--- src/rtl/rng_arbiter.sv ---
// Round-robin arbiter that hands out words from an external LFSR, sequencing its
// seeding, warm-up and per-grant stepping so consecutive words are LEN steps apart.
module rng_arbiter #(
    parameter int unsigned    LEN          = 8,
    parameter int unsigned    NREQ         = 4,
    parameter logic [LEN-1:0] DEFAULT_SEED = 8'h01
) (
    input  logic            clk,
    input  logic            rst,
    input  logic [NREQ-1:0] req,
    output logic [NREQ-1:0] ack,
    output logic [LEN-1:0]  data,
    input  logic [LEN-1:0]  seed_in,
    input  logic            seed_load,
    output logic            seed_busy,
    input  logic [LEN-1:0]  lfsr_q,
    output logic            lfsr_en,
    output logic            lfsr_rst,
    output logic [LEN-1:0]  lfsr_seed
);

    localparam int unsigned CW = $clog2(LEN + 1);
    localparam int unsigned IW = $clog2(NREQ);

    typedef enum logic [1:0] {StSeed, StWarmup, StIdle, StServe} state_e;

    state_e          state_q, state_d;
    logic [CW-1:0]   cnt_q, cnt_d;
    logic [LEN-1:0]  seed_sel_q, seed_sel_d;
    logic [LEN-1:0]  latched_q, latched_d;
    logic            pend_q, pend_d;
    logic [IW-1:0]   last_q, last_d;
    logic [NREQ-1:0] ack_q, ack_d;
    logic [LEN-1:0]  data_q, data_d;

    logic            found;
    logic [IW-1:0]   winner;
    logic [IW-1:0]   idx;

    // Search starts one past the last winner and wraps at NREQ-1.
    always_comb begin
        found  = 1'b0;
        winner = last_q;
        idx    = last_q;
        for (int i = 0; i < NREQ; i++) begin
            idx = (idx == IW'(NREQ - 1)) ? '0 : idx + 1'b1;
            if (!found && req[idx]) begin
                found  = 1'b1;
                winner = idx;
            end
        end
    end

    always_comb begin
        state_d    = state_q;
        cnt_d      = cnt_q;
        seed_sel_d = seed_sel_q;
        latched_d  = latched_q;
        pend_d     = pend_q;
        last_d     = last_q;
        ack_d      = '0;
        data_d     = data_q;
        lfsr_en    = 1'b0;
        lfsr_rst   = 1'b0;
        lfsr_seed  = seed_sel_q;
        seed_busy  = (state_q != StIdle) || pend_q;

        if (seed_load) begin
            pend_d    = 1'b1;
            latched_d = seed_in;
        end

        unique case (state_q)
            StSeed: begin
                lfsr_rst = 1'b1;
                cnt_d    = '0;
                state_d  = StWarmup;
            end
            StWarmup, StServe: begin
                lfsr_en = 1'b1;
                if (cnt_q == CW'(LEN - 1)) begin
                    cnt_d   = '0;
                    state_d = StIdle;
                end else begin
                    cnt_d = cnt_q + 1'b1;
                end
            end
            StIdle: begin
                if (lfsr_q == '0) begin
                    seed_sel_d = DEFAULT_SEED;
                    state_d    = StSeed;
                end else if (pend_q) begin
                    // A fresh pulse in this same cycle keeps the reseed pending.
                    if (!seed_load) pend_d = 1'b0;
                    seed_sel_d = (latched_q == '0) ? DEFAULT_SEED : latched_q;
                    state_d    = StSeed;
                end else if (found) begin
                    ack_d[winner] = 1'b1;
                    data_d        = lfsr_q;
                    last_d        = winner;
                    cnt_d         = '0;
                    state_d       = StServe;
                end
            end
            default: state_d = StSeed;
        endcase

        if (rst) begin
            lfsr_rst  = 1'b1;
            lfsr_en   = 1'b0;
            lfsr_seed = DEFAULT_SEED;
            seed_busy = 1'b1;
        end
    end

    always_ff @(posedge clk) begin
        if (rst) begin
            state_q    <= StSeed;
            cnt_q      <= '0;
            seed_sel_q <= DEFAULT_SEED;
            latched_q  <= DEFAULT_SEED;
            pend_q     <= 1'b0;
            last_q     <= IW'(NREQ - 1);
            ack_q      <= '0;
            data_q     <= '0;
        end else begin
            state_q    <= state_d;
            cnt_q      <= cnt_d;
            seed_sel_q <= seed_sel_d;
            latched_q  <= latched_d;
            pend_q     <= pend_d;
            last_q     <= last_d;
            ack_q      <= ack_d;
            data_q     <= data_d;
        end
    end

    assign ack  = ack_q;
    assign data = data_q;

endmodule
--- config.mk ---
export PLATFORM = sky130hd
export DESIGN_NAME = rng_arbiter
export DESIGN_NICKNAME = d
export VERILOG_FILES = /design/src/rtl/rng_arbiter.sv
export SDC_FILE = /design/constraint.sdc
export NUM_CORES = 1
export LEC_CHECK = 0
export ABC_AREA = 1
export CAP_MARGIN = 20
export CORE_MARGIN = 2
export CORE_UTILIZATION = 27
export CTS_CLUSTER_SIZE = 24
export DETAILED_ROUTE_END_ITERATION = 10
export GPL_TIMING_DRIVEN = 0
export HOLD_SLACK_MARGIN = 0.1
export PLACE_DENSITY = 0.48
export SLEW_MARGIN = 10
export SYNTH_ARGS = -nofsm -noshare
export SYNTH_HDL_FRONTEND = slang
export SYNTH_SLANG_ARGS = --single-unit
--- constraint.sdc ---
create_clock -name clk -period 2.45 [get_ports clk]
set_input_delay 0.49 -clock clk [delete_from_list [all_inputs] [get_ports clk]]
set_output_delay 0.49 -clock clk [all_outputs]
set_load 0.05 [all_outputs]
Yosys cells after proc, flatten, opt, wreduce, memory -nomap -nowiden
Index checks and enable logic that the tools add are counted.
{"block": "word_totals", "regBits": 37, "in_bits": 23, "word_cells": 101, "out_inout_bits": 23}
{"block": "op_classes", "muxes": 46, "bitwise_logic": 4, "reduce_logical": 18, "n_lt_le_gt_ge": 6, "add_sub_neg": 5, "n_eq_ne": 14}
{"operator": "2-to-1 mux 8 bit", "n": 4}
{"operator": "2-to-1 mux 2 bit", "n": 12}
{"operator": "2-to-1 mux 1 bit", "n": 19}
{"operator": "zero test 8 bit", "n": 2}
{"operator": "2-to-1 mux 4 bit", "n": 4}
{"operator": "less-than comparator 2 x 3 -> 1 bit (second input constant)", "n": 5}
{"operator": "equality test 2 bit (second input constant)", "n": 6}
{"operator": "case mux 4 bit (3 select lines)", "n": 1}
{"operator": "inequality test 2 bit (second input constant)", "n": 5}
{"operator": "adder 2 x 1 -> 2 bit (second input constant)", "n": 4}
{"operator": "binary-select mux 1 bit (select 2 bit)", "n": 4}
{"operator": "case mux 2 bit (3 select lines)", "n": 1}
{"operator": "OR reduction 5 bit", "n": 1}
{"operator": "adder 4 x 1 -> 4 bit (second input constant)", "n": 1}
{"operator": "equality test 4 x 3 -> 1 bit (second input constant)", "n": 1}
{"operator": "logical AND 1 bit", "n": 4}
{"operator": "inequality test 4 bit (second input constant)", "n": 1}
{"operator": "NOT 1 bit", "n": 4}
{"operator": "AND reduction 2 bit", "n": 2}
{"operator": "AND reduction 4 bit", "n": 1}
{"operator": "zero test 1 bit", "n": 3}
{"operator": "AND reduction 3 bit", "n": 1}
{"operator": "demux 1 bit (select 2 bit)", "n": 1}
{"operator": "equality test 2 x 1 -> 1 bit (second input constant)", "n": 1}
{"operator": "5 further kinds", "n": 5}

Logic depth before layout (Yosys ltp)
{"block": "depth", "ltp_word": 18, "ltp_mapped": 13}

Least setup slack after synthesis
Ideal clock, no wire load.
{"block": "synth_path", "kind": "input port to output port", "startpoint": "in rst", "endpoint": "out lfsr_rst", "arrival_time_ns": 1.978, "path_buffers": 1, "stages": 3, "slack_ns": -0.018, "cell_sequence": "clkbuf_1 -> nor2_1 -> nor2_1"}
{"block": "synth_via", "elab_chain_len": 1}
{"item": "start, declared", "line": "9", "source": "input logic rst,"}
{"item": "2-to-1 mux 1 bit", "line": "108", "source": "if (rst) begin"}
{"item": "end, declared", "line": "18", "source": "output logic lfsr_rst,"}
No other way between the ends.

Worst setup path after layout
Ends and elaborated chain as after synthesis.

==> flow_summary.ini <==
[min_path]
hold_class = flop to flop
hold_path_startpoint = latched_q[0]$_SDFFE_PP1P_
whs_path_depth = 2

[synth]
synth_area_leader_cell = dfxtp_1
synth_nets = 306
synth.top_cell.area_share_pct = 38.42
synth.area.top_cells = dfxtp_1 (38%), nand2_1 (16%), nor2_1 (9.0%)
syn_area_um2 = 1928
ys_ff_latch = 37
yosysSeqAreaShare_pct = 38.42
yosysUniqueCellTypes = 29
synth.avg_cell_area_um2 = 6.862
ys.warnings.count = 0
netlist_instances = 281

[worst_setup_path]
crit_path_top_delay_cell = clkdlybuf4s50_1
cp.arrival_ns = 1.81
critical_path_class = input port to output port
worstPathRequired_ns = 1.96
setup.worst_path.start_class = input port
path_cells = clkbuf_2 > nor2_1 > nor2_1 > clkdlybuf4s50_1
critPathTopFamily = buffers and inverters
slowest_delay_ns = 0.80
cp_common_cell = nor2_1
crit_start = rst
reg2reg_depth = 12
path_buf_inv = 2
critPathMaxFanout = 9
cp.depth = 4
r2r-start = last_q[0]$_SDFFE_PP1P_
end_kind = output port

[power_and_ir_drop]
power.leakage_nw = 1.173
ir_drop_v = 0.0002998
power.density_nw_per_um2 = 461.0

[clock_tree]
cts_buffer_depth = 2
cts_buffers = 5
cts.htree.levels = 2
clkLatencyLatePin_ns = 0.28
cts_setup_buffers = 0
ctsHoldBuffers = 0
root_buffer = clkbuf_8
cts.sinks = 37
post_cts_resized = 7
cts_tree = done
clkTransAtPathRegs_ns = 0.07

[finish]
syn2layout_area_growth_pct = 32.64
nFillCells = 748
diodes = 0
final_cells = 428
utilization_pct = 37.23
nets = 356
drive_above_1_share_pct = 11.14
final_area_um2 = 2557

[grt]
grt_max_degree = 11
grt.total_usage_pct = 12.65
antenna_found_initial = 0
gr-total-overflow = 0
grt_pass1_wl_mm = 7.783
grt_pass1_vias = 1701

[job]
max-cap-violations = 0

[timing]
rsz0062_at_grt = no
worst_pin_slew_ns = 0.5125
layout_min_cycle_time_ns = 2.298
slew_headroom_pct = 65.73
min_period_over_period_pct = 93.80
hold_viol = 0
skew_ns = 0.003967
fmax_mhz = 435.1
drv_slew = 0
finalSetupViolCount = 0
tns_ns = 0

[route]
drt-met1-wl_mm = 2.243
wl_per_cell_um = 10.84
wl_met3_um = 196
wl_mm = 4.639
vias = 1828
route.top_layer_used = met4
firstDrtPassIters = 4
drt_iter0_drc = 75
viasPerCell = 4.271
remaining_drc_errors = 0
drtAntennaViolNets = 0
wl_met2_mm = 2.154

[placed_design]
port_buffers = 43
place_congestion = 0.8088
dp.cells = 420
hpwl_mm = 3.552
place_area_um2 = 2481

[outcome]
outcome = complete, no violations

[floorplanning]
die_area_um2 = 7833
die_y_um = 88.51
start_util_pct = 28.07
die_w_um = 88.51
ios = 46
rows = 30
core_um2 = 6869
## state kept, by name, summed over array words and instances (netlist names)
signal,cells
seed_sel_q,8
pend_q,1
data,8
ack,4
last_q,2
latched_q,8
cnt_q,4
state_q,2
## layer usage
metal	vias up	GRT usage (%)
li1	988	-
met1	802	16.55
met2	34	20.78
met3	4	2.985
met4	0	3.719
met5	-	0
## area by class of cell
cell class	instances	area (um2)	share of cell area, %
Buffer	7	47.55	1.859
Clock buffer	8	80.08	3.131
Inverter	29	111.4	4.354
Multi-Input combinational cell	208	1033	40.41
Sequential cell	37	740.7	28.96
Tap cell	96	120.1	4.697
Timing Repair Buffer	43	424.2	16.59
## cell families (layout without fill, tap and decap cells)
| family | count (synthesis) | count (layout) | synth area share, % |
|---|---|---|---|
| flip-flops | 37 | 37 | 38.42 |
| buffers and inverters | 36 | 87 | 8.112 |
| AO/OA/AOI/OAI | 30 | 30 | 9.020 |
| adder cells (fa/ha/maj) | 2 | 2 | 1.298 |
| AND/OR/NAND/NOR | 176 | 176 | 43.15 |
## synth_stat cells, drive strengths merged
master,n
nand4,2
nand2,88
clkinv,1
nand3,31
or2,2
inv,28
a21oi,8
nor2,50
o21bai,2
clkbuf,5
o21ai,19
nor3,1
a31o,1
dfxtp,37
ha,2
nand3b,1
nor4,1
buf,2
## worst reg2reg max path: cells and delay by family, from the launching register on
kind	cells	cell delay [ns]
buffers and inverters	3	0.32
adders and majority gates	1	0.35
DFF	1	0.32
and+or+nand+nor	8	0.82
## worst paths after layout
kind | slack [ns] | to
worst max-delay path | 0.15 | lfsr_rst
worst min-delay path | 0.46 | latched_q[0]$_SDFFE_PP1P_
worst max register to register | 0.55 | last_q[0]$_SDFFE_PP1P_
worst min register to register | 0.46 | latched_q[0]$_SDFFE_PP1P_
## layout by cell type (no fill, tap or decap), types with 2 or more instances in the layout
cell type,netlist,routed
nand3_1,26,26
o21ai_2,4,4
nor2_1,46,45
nand2_4,3,3
nor2_2,2,3
nand4_1,2,2
o21bai_1,2,2
nand2_2,4,4
clkbuf_8,0,5
clkdlybuf4s50_1,0,38
ha_1,2,2
dfxtp_1,37,37
inv_1,25,25
a21oi_1,8,8
inv_2,2,2
clkbuf_2,0,2
dlygate4sd2_1,0,5
nand3_2,4,4
clkbuf_1,5,6
nor2_8,2,2
o21ai_0,14,14
nand2_1,81,81
or2_2,2,2
## per-stage QoR
stage / total power [mW] / setup WS [ns] / hold WS (ns)
floorplan: 0.7221 / 0.1339 / 0.4236
global placement: 0.7836 / -0.5555 / 0.4372
detailed placement: 0.7832 / -0.5309 / 0.4442
CTS: 1.200 / 0.1128 / 0.4625
global route: 1.244 / 0.03690 / 0.5000
finish: 1.179 / 0.1518 / 0.4622
## power by group
part	switching [mW]	leakage, nW	internal (mW)
combinational	0.0800	0.832	0.0628
sequential	0.0119	0.301	0.615
clock	0.207	0.0395	0.202
total	0.299	1.17	0.880
No activity file was read; power rests on OpenSTA's default activity.
